## src/rtl/lock_pkg.sv

```systemverilog
// Shared definitions for the code-lock datapath: digit limits, entry limits and
// the debounce FSM encoding used by the digit entry front end.
package lock_pkg;

  localparam int DIGIT_W = 4;
  localparam logic [DIGIT_W-1:0] DIGIT_MAX = 4'd9;
  localparam logic [2:0] ENTRY_MAX = 3'd6;

  typedef enum logic [1:0] {
    ST_IDLE         = 2'd0,
    ST_PRESS_WAIT   = 2'd1,
    ST_PRESSED      = 2'd2,
    ST_RELEASE_WAIT = 2'd3
  } de_state_t;

  function automatic logic digit_is_err(input logic [DIGIT_W-1:0] d);
    return (d > DIGIT_MAX);
  endfunction

  // Entry counter stops at ENTRY_MAX so the lock sees a stable "full" count.
  function automatic logic [2:0] entry_inc(input logic [2:0] c);
    return (c >= ENTRY_MAX) ? ENTRY_MAX : c + 3'd1;
  endfunction

endpackage

```

## src/rtl/digit_entry_frontend_if.sv

```systemverilog
// Signal bundle between the board-facing inputs and the lock FSM side.
interface digit_entry_frontend_if;
  import lock_pkg::*;

  logic               key_n;
  logic [DIGIT_W-1:0] sw_in;
  logic               digit_valid;
  logic [DIGIT_W-1:0] digit;
  logic               digit_err;
  logic               key_pressed;
  logic [2:0]         entry_cnt;

  modport master (
    output key_n, sw_in,
    input  digit_valid, digit, digit_err, key_pressed, entry_cnt
  );

  modport slave (
    input  key_n, sw_in,
    output digit_valid, digit, digit_err, key_pressed, entry_cnt
  );

endinterface

```

## src/rtl/digit_entry_frontend_sync_2ff.sv

```systemverilog
// Two-flop synchroniser with a configurable reset value, for async board inputs.
module sync_2ff #(
  parameter int           W       = 1,
  parameter logic [W-1:0] RST_VAL = '0
) (
  input  logic         clk,
  input  logic         reset,
  input  logic [W-1:0] i_d,
  output logic [W-1:0] o_q
);

  logic [W-1:0] r_meta;
  logic [W-1:0] r_sync;

  always_ff @(posedge clk) begin
    if (reset) begin
      r_meta <= RST_VAL;
      r_sync <= RST_VAL;
    end else begin
      r_meta <= i_d;
      r_sync <= r_meta;
    end
  end

  assign o_q = r_sync;

endmodule

```

## src/rtl/digit_entry_frontend.sv

```systemverilog
// Debounced "enter" button front end: one digit_valid strobe per physical press,
// carrying the synchronised switch value, an error flag and a saturating count.
module digit_entry_frontend
  import lock_pkg::*;
#(
  parameter int DEBOUNCE_CYCLES = 1000000
) (
  input  logic                 clk,
  input  logic                 reset,
  digit_entry_frontend_if.slave bus
);

  localparam int CNT_W = $clog2(DEBOUNCE_CYCLES);
  localparam logic [CNT_W-1:0] CNT_LAST = CNT_W'(DEBOUNCE_CYCLES - 1);

  logic               w_key_sync;
  logic [DIGIT_W-1:0] w_sw_sync;

  de_state_t          r_state;
  de_state_t          w_state_nxt;
  logic [CNT_W-1:0]   r_cnt;
  logic [CNT_W-1:0]   w_cnt_nxt;
  logic               w_accept;

  logic               r_digit_valid;
  logic [DIGIT_W-1:0] r_digit;
  logic               r_digit_err;
  logic [2:0]         r_entry_cnt;

  // Key synchroniser resets to "released" so reset never looks like a press.
  sync_2ff #(.W(1), .RST_VAL(1'b1)) u_sync_key (
    .clk   (clk),
    .reset (reset),
    .i_d   (bus.key_n),
    .o_q   (w_key_sync)
  );

  sync_2ff #(.W(DIGIT_W), .RST_VAL('0)) u_sync_sw (
    .clk   (clk),
    .reset (reset),
    .i_d   (bus.sw_in),
    .o_q   (w_sw_sync)
  );

  always_ff @(posedge clk) begin
    if (reset) begin
      r_state <= ST_IDLE;
      r_cnt   <= '0;
    end else begin
      r_state <= w_state_nxt;
      r_cnt   <= w_cnt_nxt;
    end
  end

  always_comb begin
    w_state_nxt = r_state;
    w_cnt_nxt   = r_cnt;
    w_accept    = 1'b0;
    case (r_state)
      ST_IDLE: begin
        if (!w_key_sync) begin
          w_state_nxt = ST_PRESS_WAIT;
          w_cnt_nxt   = '0;
        end
      end
      ST_PRESS_WAIT: begin
        if (w_key_sync) begin
          w_state_nxt = ST_IDLE;
        end else if (r_cnt == CNT_LAST) begin
          w_state_nxt = ST_PRESSED;
          w_accept    = 1'b1;
        end else begin
          w_cnt_nxt = r_cnt + 1'b1;
        end
      end
      ST_PRESSED: begin
        if (w_key_sync) begin
          w_state_nxt = ST_RELEASE_WAIT;
          w_cnt_nxt   = '0;
        end
      end
      ST_RELEASE_WAIT: begin
        if (!w_key_sync) begin
          w_state_nxt = ST_PRESSED;
        end else if (r_cnt == CNT_LAST) begin
          w_state_nxt = ST_IDLE;
        end else begin
          w_cnt_nxt = r_cnt + 1'b1;
        end
      end
      default: begin
        w_state_nxt = ST_IDLE;
        w_cnt_nxt   = '0;
      end
    endcase
  end

  // Capture happens only on acceptance, so switch changes while held are ignored.
  always_ff @(posedge clk) begin
    if (reset) begin
      r_digit_valid <= 1'b0;
      r_digit       <= '0;
      r_digit_err   <= 1'b0;
      r_entry_cnt   <= '0;
    end else begin
      r_digit_valid <= w_accept;
      if (w_accept) begin
        r_digit     <= w_sw_sync;
        r_digit_err <= digit_is_err(w_sw_sync);
        r_entry_cnt <= entry_inc(r_entry_cnt);
      end
    end
  end

  assign bus.digit_valid = r_digit_valid;
  assign bus.digit       = r_digit;
  assign bus.digit_err   = r_digit_err;
  assign bus.entry_cnt   = r_entry_cnt;
  assign bus.key_pressed = (r_state == ST_PRESSED) || (r_state == ST_RELEASE_WAIT);

endmodule

```

## src/flat_wrapper.sv

```systemverilog
// flat-port wrapper written by rule: the top's interface ports become plain ports
module digit_entry_frontend_flat import lock_pkg::*;
#(
  parameter int DEBOUNCE_CYCLES = 1000000
)
  (clk, reset, bus_key_n, bus_sw_in, bus_digit_valid, bus_digit, bus_digit_err, bus_key_pressed, bus_entry_cnt);
  digit_entry_frontend_if bus_i ();
  input  logic clk;
  input  logic reset;
  input wire logic [$bits(bus_i.key_n)-1:0] bus_key_n;
  input wire logic [$bits(bus_i.sw_in)-1:0] bus_sw_in;
  output wire logic [$bits(bus_i.digit_valid)-1:0] bus_digit_valid;
  output wire logic [$bits(bus_i.digit)-1:0] bus_digit;
  output wire logic [$bits(bus_i.digit_err)-1:0] bus_digit_err;
  output wire logic [$bits(bus_i.key_pressed)-1:0] bus_key_pressed;
  output wire logic [$bits(bus_i.entry_cnt)-1:0] bus_entry_cnt;
  assign bus_i.key_n = bus_key_n;
  assign bus_i.sw_in = bus_sw_in;
  assign bus_digit_valid = bus_i.digit_valid;
  assign bus_digit = bus_i.digit;
  assign bus_digit_err = bus_i.digit_err;
  assign bus_key_pressed = bus_i.key_pressed;
  assign bus_entry_cnt = bus_i.entry_cnt;
  digit_entry_frontend #(.DEBOUNCE_CYCLES(DEBOUNCE_CYCLES)) u_core (.clk(clk), .reset(reset), .bus(bus_i));
endmodule
```

## config.mk

```make
export PLATFORM = sky130hd
export DESIGN_NAME = digit_entry_frontend_flat
export DESIGN_NICKNAME = d
export VERILOG_FILES = /design/src/rtl/lock_pkg.sv /design/src/rtl/digit_entry_frontend_if.sv /design/src/rtl/digit_entry_frontend_sync_2ff.sv /design/src/rtl/digit_entry_frontend.sv /design/src/flat_wrapper.sv
export SDC_FILE = /design/constraint.sdc
export NUM_CORES = 1
export LEC_CHECK = 0
export ABC_AREA = 1
export CORE_MARGIN = 2
export CORE_UTILIZATION = 30
export DETAILED_ROUTE_END_ITERATION = 12
export SYNTH_ARGS = -nofsm -noshare
export SYNTH_HDL_FRONTEND = slang
export SYNTH_SLANG_ARGS = --single-unit
```

## constraint.sdc

```tcl
create_clock -name clk -period 2.4 [get_ports clk]
set_clock_uncertainty 0.15 [all_clocks]
set_input_delay 0.24 -clock clk [delete_from_list [all_inputs] [get_ports clk]]
set_output_delay 0.24 -clock clk [all_outputs]
set_load 0.01 [all_outputs]
```

==> results of run 1 <==
## cell type report
cell class | instances | area (sq um) | share of cell area
clock buffer | 5 | 68.82 | 0.02921
clock inverter | 3 | 22.52 | 0.009559
sequential | 41 | 820.8 | 0.3484
inverter | 34 | 127.6 | 0.05417
tap | 80 | 100.1 | 0.04249
timing repair buffer | 18 | 175.2 | 0.07435
multi-input combinational | 206 | 1041 | 0.4418
## synthesized netlist by cell type
cell | number | area (sq um)
buf_6 | 2 | 22.52
nand4_1 | 8 | 50.05
nand3_2 | 1 | 10.01
buf_8 | 1 | 15.01
nor2_2 | 5 | 31.28
o21ai_1 | 6 | 30.03
a21boi_2 | 2 | 22.52
ha_1 | 3 | 37.54
or2_0 | 1 | 6.260
a21oi_1 | 3 | 15.01
nand2_2 | 1 | 6.260
inv_1 | 31 | 116.4
a21boi_1 | 1 | 7.510
o21ai_0 | 2 | 10.01
nand2_1 | 70 | 262.8
inv_2 | 3 | 11.26
nor3b_1 | 1 | 7.510
nor2_1 | 58 | 217.7
nand3b_1 | 2 | 15.01
or2_2 | 2 | 12.51
nor4_4 | 1 | 21.27
nand2_4 | 1 | 11.26
xnor2_2 | 1 | 16.27
a21oi_2 | 4 | 35.03
clkbuf_1 | 3 | 11.26
nand3_4 | 1 | 17.52
o21ai_2 | 1 | 8.760
dfxtp_1 | 41 | 820.8
nor3_1 | 8 | 40.04
nor3_4 | 1 | 16.27
xor2_1 | 3 | 26.28
a21oi_4 | 1 | 16.27
nand3_1 | 18 | 90.09
## cell usage in the layout, fill, tap and decap left out, types with 2 or more instances in the layout
master            n
a21boi_2          2
a21oi_1           3
a21oi_2           4
buf_4             2
clkbuf_8          5
clkdlybuf4s50_1  16
clkinv_4          2
dfxtp_1          41
ha_1              3
inv_1            31
inv_2             3
nand2_1          70
nand3_1          18
nand3b_1          2
nand4_1           8
nor2_1           58
nor2_2            5
nor3_1            8
o21ai_0           2
o21ai_1           6
or2_2             2
xor2_1            3
## metrics by stage
step	setup slack, ns	cells
2_1_floorplan	0.7068	287
3_3_place_gp	0.4445	379
3_5_place_dp	0.3601	379
4_1_cts	0.3523	387
5_1_grt	0.1733	387
6_report	0.3756	387
## worst paths after layout
check / startpoint / to
worst max-delay path: u_core.r_cnt[0] / u_core.r_cnt[14]
worst min-delay path: u_core.u_sync_sw.r_meta[2] / u_core.u_sync_sw.o_q[2]
worst max register to register: u_core.r_cnt[0] / u_core.r_cnt[14]
worst min register to register: u_core.u_sync_sw.r_meta[2] / u_core.u_sync_sw.o_q[2]
## per-layer routing
metal	vias to the layer above	wire length [microns]	global-route usage	part of all wire
li1	935	-	-	-
met1	802	2002	0.1549	0.48
met2	20	2033	0.2154	0.48
met3	4	140	0.03333	0.033
met4	0	27	0.03409	0.0064
met5	-	0	0	0
## registers in the layout (all words and copies together) (netlist names), named ones only
| signal | count |
|---|---|
| u_core.r_state | 1 |
| u_core.u_sync_sw.o_q | 4 |
| u_core.u_sync_key.r_meta | 1 |
| u_core.r_cnt | 20 |
| u_core.bus.digit_valid | 1 |
| u_core.u_sync_sw.r_meta | 4 |
| u_core.bus.entry_cnt | 3 |
| u_core.bus.digit | 4 |
| u_core.bus.digit_err | 1 |
| u_core.u_sync_key.o_q | 1 |
## critical path, cell delays in order, from the launching register on
cell and delay (ns):
dfxtp_1 0.38, ha_1 0.22, nand3_2 0.14, nor2_1 0.21
nand3_4 0.17, nand2_4 0.25, inv_2 0.16, nand2_1 0.10
nand2_1 0.05, nand2_1 0.05, nor2_1 0.04
## power groups by stage
stage	Sequential [mW]	Combinational, mW	Clock [mW]
floorplan	0.709	0.0368	0
global placement	0.710	0.0524	0
detailed placement	0.710	0.0533	0
CTS	0.694	0.0534	0.486
global route	0.696	0.0590	0.512
finish	0.694	0.0519	0.473
## cells by family (layout without fill, tap and decap cells)
group / Yosys count / after routing / synth area share
AO/OA/AOI/OAI: 20 / 20 / 0.07121
adder cells (fa/ha/maj): 3 / 3 / 0.01842
flip-flops: 41 / 41 / 0.4027
AND/OR/NAND/NOR: 179 / 179 / 0.4003
XOR/XNOR: 4 / 4 / 0.02088
buffers and inverters: 40 / 60 / 0.08655
==> impl_metrics.toml, run 1 <==
[worst_setup_path]
critPathKind = "reg -> reg"
arrival_ns = 2.08
crit_path_start_kind = "flop"
cp_max_fo = 22
crit_required_ns = 2.46
ff2ff_setup_slack_ns = 0.38
ff2ff_path_depth = 10
end_kind = "flop"

[timing]
tightest_slew_ns = 0.4554
rsz0062_at_grt = "no"
finalSetupTns_ns = 0
final-max-slew-violation-count = 0
holdWs_ns = 0.2562
setup_viol = 0
fmax_mhz = 494.0
hold_viol = 0
finalCritPeriodShare = 0.8435
fin_crit_ns = 2.024
max-slew-margin-rel = 0.6955

[status]
status = "complete, no violations"

[clock_tree]
cts_made_buffers = 5
clkTransAtPathRegs_ns = 0.09
postCtsResizedCells = 0
hold_buffers = 0
postCtsSetupRepairBufs = 0
cts_tree = "done"
cts_sinks = 41
insertion_delay_ns = 0.30
cts_root_buffer = "clkbuf_8"
htree_levels = 2
clockBufferDepth = 2

[final_layout]
drive_above_1_share = 0.1140
final_util = 0.3526
nets = 316
syn2layout_area_growth_pct = 15.59
antennaDiodeCount = 0
final_area_sq_um = 2356
n_fill_cell = 731

[power_and_ir_drop]
peakVddDrop_mv = 0.3212
comb_power_share = 0.043
clkPwrFrac = 0.388
seqPwrFrac = 0.569
power.total_mw = 1.219
powerDensity_nw_per_um2 = 517.4
leakage_nw = 0.9107
power.switching_uw = 302.9
swShare = 0.2485
cell_internal_pwr_uw = 916.0

[logic_synthesis]
synth_fp_nets = 297
synth_seq_area_share = 0.4027
synth_area_sq_um = 2038
ys_ff_latch = 41
ys_types = 33
yosys_warnings = 0
synthCells = 287
syn_area_per_cell_sq_um = 7.102

[detailed_routing]
via_per_inst = 4.550
drc = 0
ant_nets = 0
vias = 1761
dr.pass1.iters = 4
wl_mm = 4.203
drtIter0Drc = 61
routedWlPerCell_microns = 10.86

[worst_hold_path]
hold_class = "reg -> reg"
worstHoldPathCells = 2

[global_routing]
grt_start_max_net_pins = 23
grt_overflow = 0
grt.total_usage = 0.1254
antenna_found_initial = 0
first_global_vias = 1727
grt_pass1_wl_mm = 7.603

[floorplan]
die_area_sq_um = 7469
initial_core_util = 0.3051
die_w_microns = 86.43
die_y_microns = 86.43
core_area_sq_um = 6681
std_cell_rows = 30
num_io_pins = 17

[placed_design]
portBuffers = 16
gp_congestion = 0.8508
place_hpwl_mm = 3.127
placed_area_sq_um = 2265

[flow_run]
drv_cap = 0
No activity file was read; power rests on OpenSTA's default activity.
==> run 2, diff against run 1 <==
==> constraint.sdc (replaced) <==
create_clock -name clk -period 2 [get_ports clk]
set_clock_uncertainty 0.15 [all_clocks]
set_input_delay 0.2 -clock clk [delete_from_list [all_inputs] [get_ports clk]]
set_output_delay 0.2 -clock clk [all_outputs]
set_load 0.01 [all_outputs]
==> run 2 against run 1 <==
  * First-iteration DRC count rose by 28%
  * Core utilization rose by 1.3 points
  * Clock-buffer cell count did not move
  * Critical path depth did not move
  * Worst setup slack got worse by 0.21 ns
  * Highest routed layer unchanged
  * Die area did not move
  * Largest power group unchanged
  * Non-clock buffer count rose by 6
  * Sequential power rose by 20%
  * Global-route usage barely moved
  * Combinational power rose by 35%
==> impl_metrics.toml, run 2 (same netlist as run 1, synthesis figures left out) <==
[worst_setup_path]
ff2ff_path_depth = 10
r2r-end = "u_core.r_cnt[14]"
reg2reg_from = "u_core.r_cnt[1]"
arrival_ns = 1.89
cp_max_fo = 13
crit_required_ns = 2.05
end_kind = "flop"
critPathKind = "reg -> reg"
crit_path_start_kind = "flop"
ff2ff_setup_slack_ns = 0.17

[final_layout]
nets = 322
final_cells = 393
layout_commonest_cell = "nand2_1"
drive_above_1_share = 0.1374
n_fill_cell = 719
top_register = "u_core.r_cnt"
largest_reg_flops = 20
antennaDiodeCount = 0
layout_common_cells = "nand2_1, nor2_1, dfxtp_1"
final_area_sq_um = 2445
syn2layout_area_growth_pct = 19.95

[global_routing]
first_global_vias = 1716
grt.total_usage = 0.1257
grt_pass1_wl_mm = 7.541
grt_start_max_net_pins = 23
grt_overflow = 0
antenna_found_initial = 0

[detailed_routing]
drc = 0
dr.pass1.iters = 4
via_per_inst = 4.524
vias = 1778
drtIter0Drc = 78
ant_nets = 0
wl_mm = 4.338
routedWlPerCell_microns = 11.04

[clock_tree]
cts_made_buffers = 5
postCtsResizedCells = 0
postCtsSetupRepairBufs = 0
cts_sinks = 41
clockBufferDepth = 2
cts_root_buffer = "clkbuf_8"
cts_tree = "done"
htree_levels = 2
clkTransAtPathRegs_ns = 0.09
insertion_delay_ns = 0.30
hold_buffers = 0

[timing]
fin_crit_ns = 1.831
fmax_mhz = 546.1
setup_viol = 0
max-slew-margin-rel = 0.6669
tightest_slew_ns = 0.4971
final-max-slew-violation-count = 0
hold_viol = 0
rsz0062_at_grt = "no"
finalCritPeriodShare = 0.9155
finalSetupTns_ns = 0

[flow_run]
drv_cap = 0

[worst_hold_path]
worstHoldPathCells = 2
hold_end = "u_core.u_sync_sw.o_q[1]"
holdCritStartpoint = "u_core.u_sync_sw.r_meta[1]"
hold_class = "reg -> reg"

[floorplan]
die_w_microns = 86.43
die_area_sq_um = 7469
std_cell_rows = 30
num_io_pins = 17
die_y_microns = 86.43
initial_core_util = 0.3051
core_area_sq_um = 6681

[placed_design]
gp_congestion = 0.8795
placed_area_sq_um = 2335
place_hpwl_mm = 3.253
dp.cells = 385
portBuffers = 16

[power_and_ir_drop]
peakVddDrop_mv = 0.4686
leakage_nw = 0.9506
powerDensity_nw_per_um2 = 607.2

[status]
status = "complete, no violations"
-- run 2: changes by cell type in the layout (fill, tap and decap cells not counted), sizes merged --
cell and delta:
buf +6, clkinvlp +1, clkinv -3, inv +2
-- run 2: worst max-delay path, stage by stage, from the launching register on --
cell and delay [ns]:
dfxtp_1 0.38, ha_1 0.22, nand3_2 0.11, nor2_2 0.18, nand3_4 0.19, nand2_8 0.17, inv_2 0.11, nand2_1 0.09
nand2_1 0.05, nand2_1 0.05, nor2_1 0.04
-- run 2: power breakdown --
part	switching (mW)	internal (mW)
clock	0.327	0.255
sequential	0.00603	0.826
combinational	0.0392	0.0311
-- run 2: worst max-delay path by stage --
stage / start / end / cells after the start
finish: u_core.r_cnt[1] / u_core.r_cnt[14] / 10
global route: u_core.r_cnt[0] / u_core.r_cnt[15] / 10
CTS: u_core.r_cnt[1] / u_core.r_cnt[14] / 10
detailed placement: u_core.r_cnt[1] / u_core.r_cnt[14] / 10
global placement: u_core.r_cnt[1] / u_core.r_cnt[15] / 10
floorplan: u_core.r_cnt[0] / u_core.r_cnt[11] / 9
-- run 2: metal layers --
metal / track usage / up-vias / part of all wire
li1: - / 961 / -
met1: 0.1624 / 784 / 0.49
met2: 0.2077 / 26 / 0.47
met3: 0.03048 / 7 / 0.028
met4: 0.03835 / 0 / 0.013
met5: 0 / - / 0
-- run 2: area by class of cell --
type                       count  area, sq um  area share
clock buffer                   5        68.82     0.02815
clock inverter                 3        25.02     0.01024
inverter                      34        127.6     0.05220
multi-input combinational    206         1057      0.4324
sequential                    41        820.8      0.3357
tap                           80        100.1     0.04094
timing repair buffer          24        245.2      0.1003
-- run 2: per-stage QoR --
stage | hold slack, ns | utilization | worst slack (ns) | total power [mW]
4_1_cts | 0.2485 | 0.3635 | 0.1204 | 1.493
3_5_place_dp | 0.2424 | 0.3494 | 0.1337 | 0.9214
3_3_place_gp | 0.2410 | 0.3494 | 0.1763 | 0.9209
5_1_grt | 0.2637 | 0.3659 | 0.02951 | 1.531
2_1_floorplan | 0.1362 | - | 0.3068 | 0.8952
6_report | 0.2473 | 0.3659 | 0.1689 | 1.484
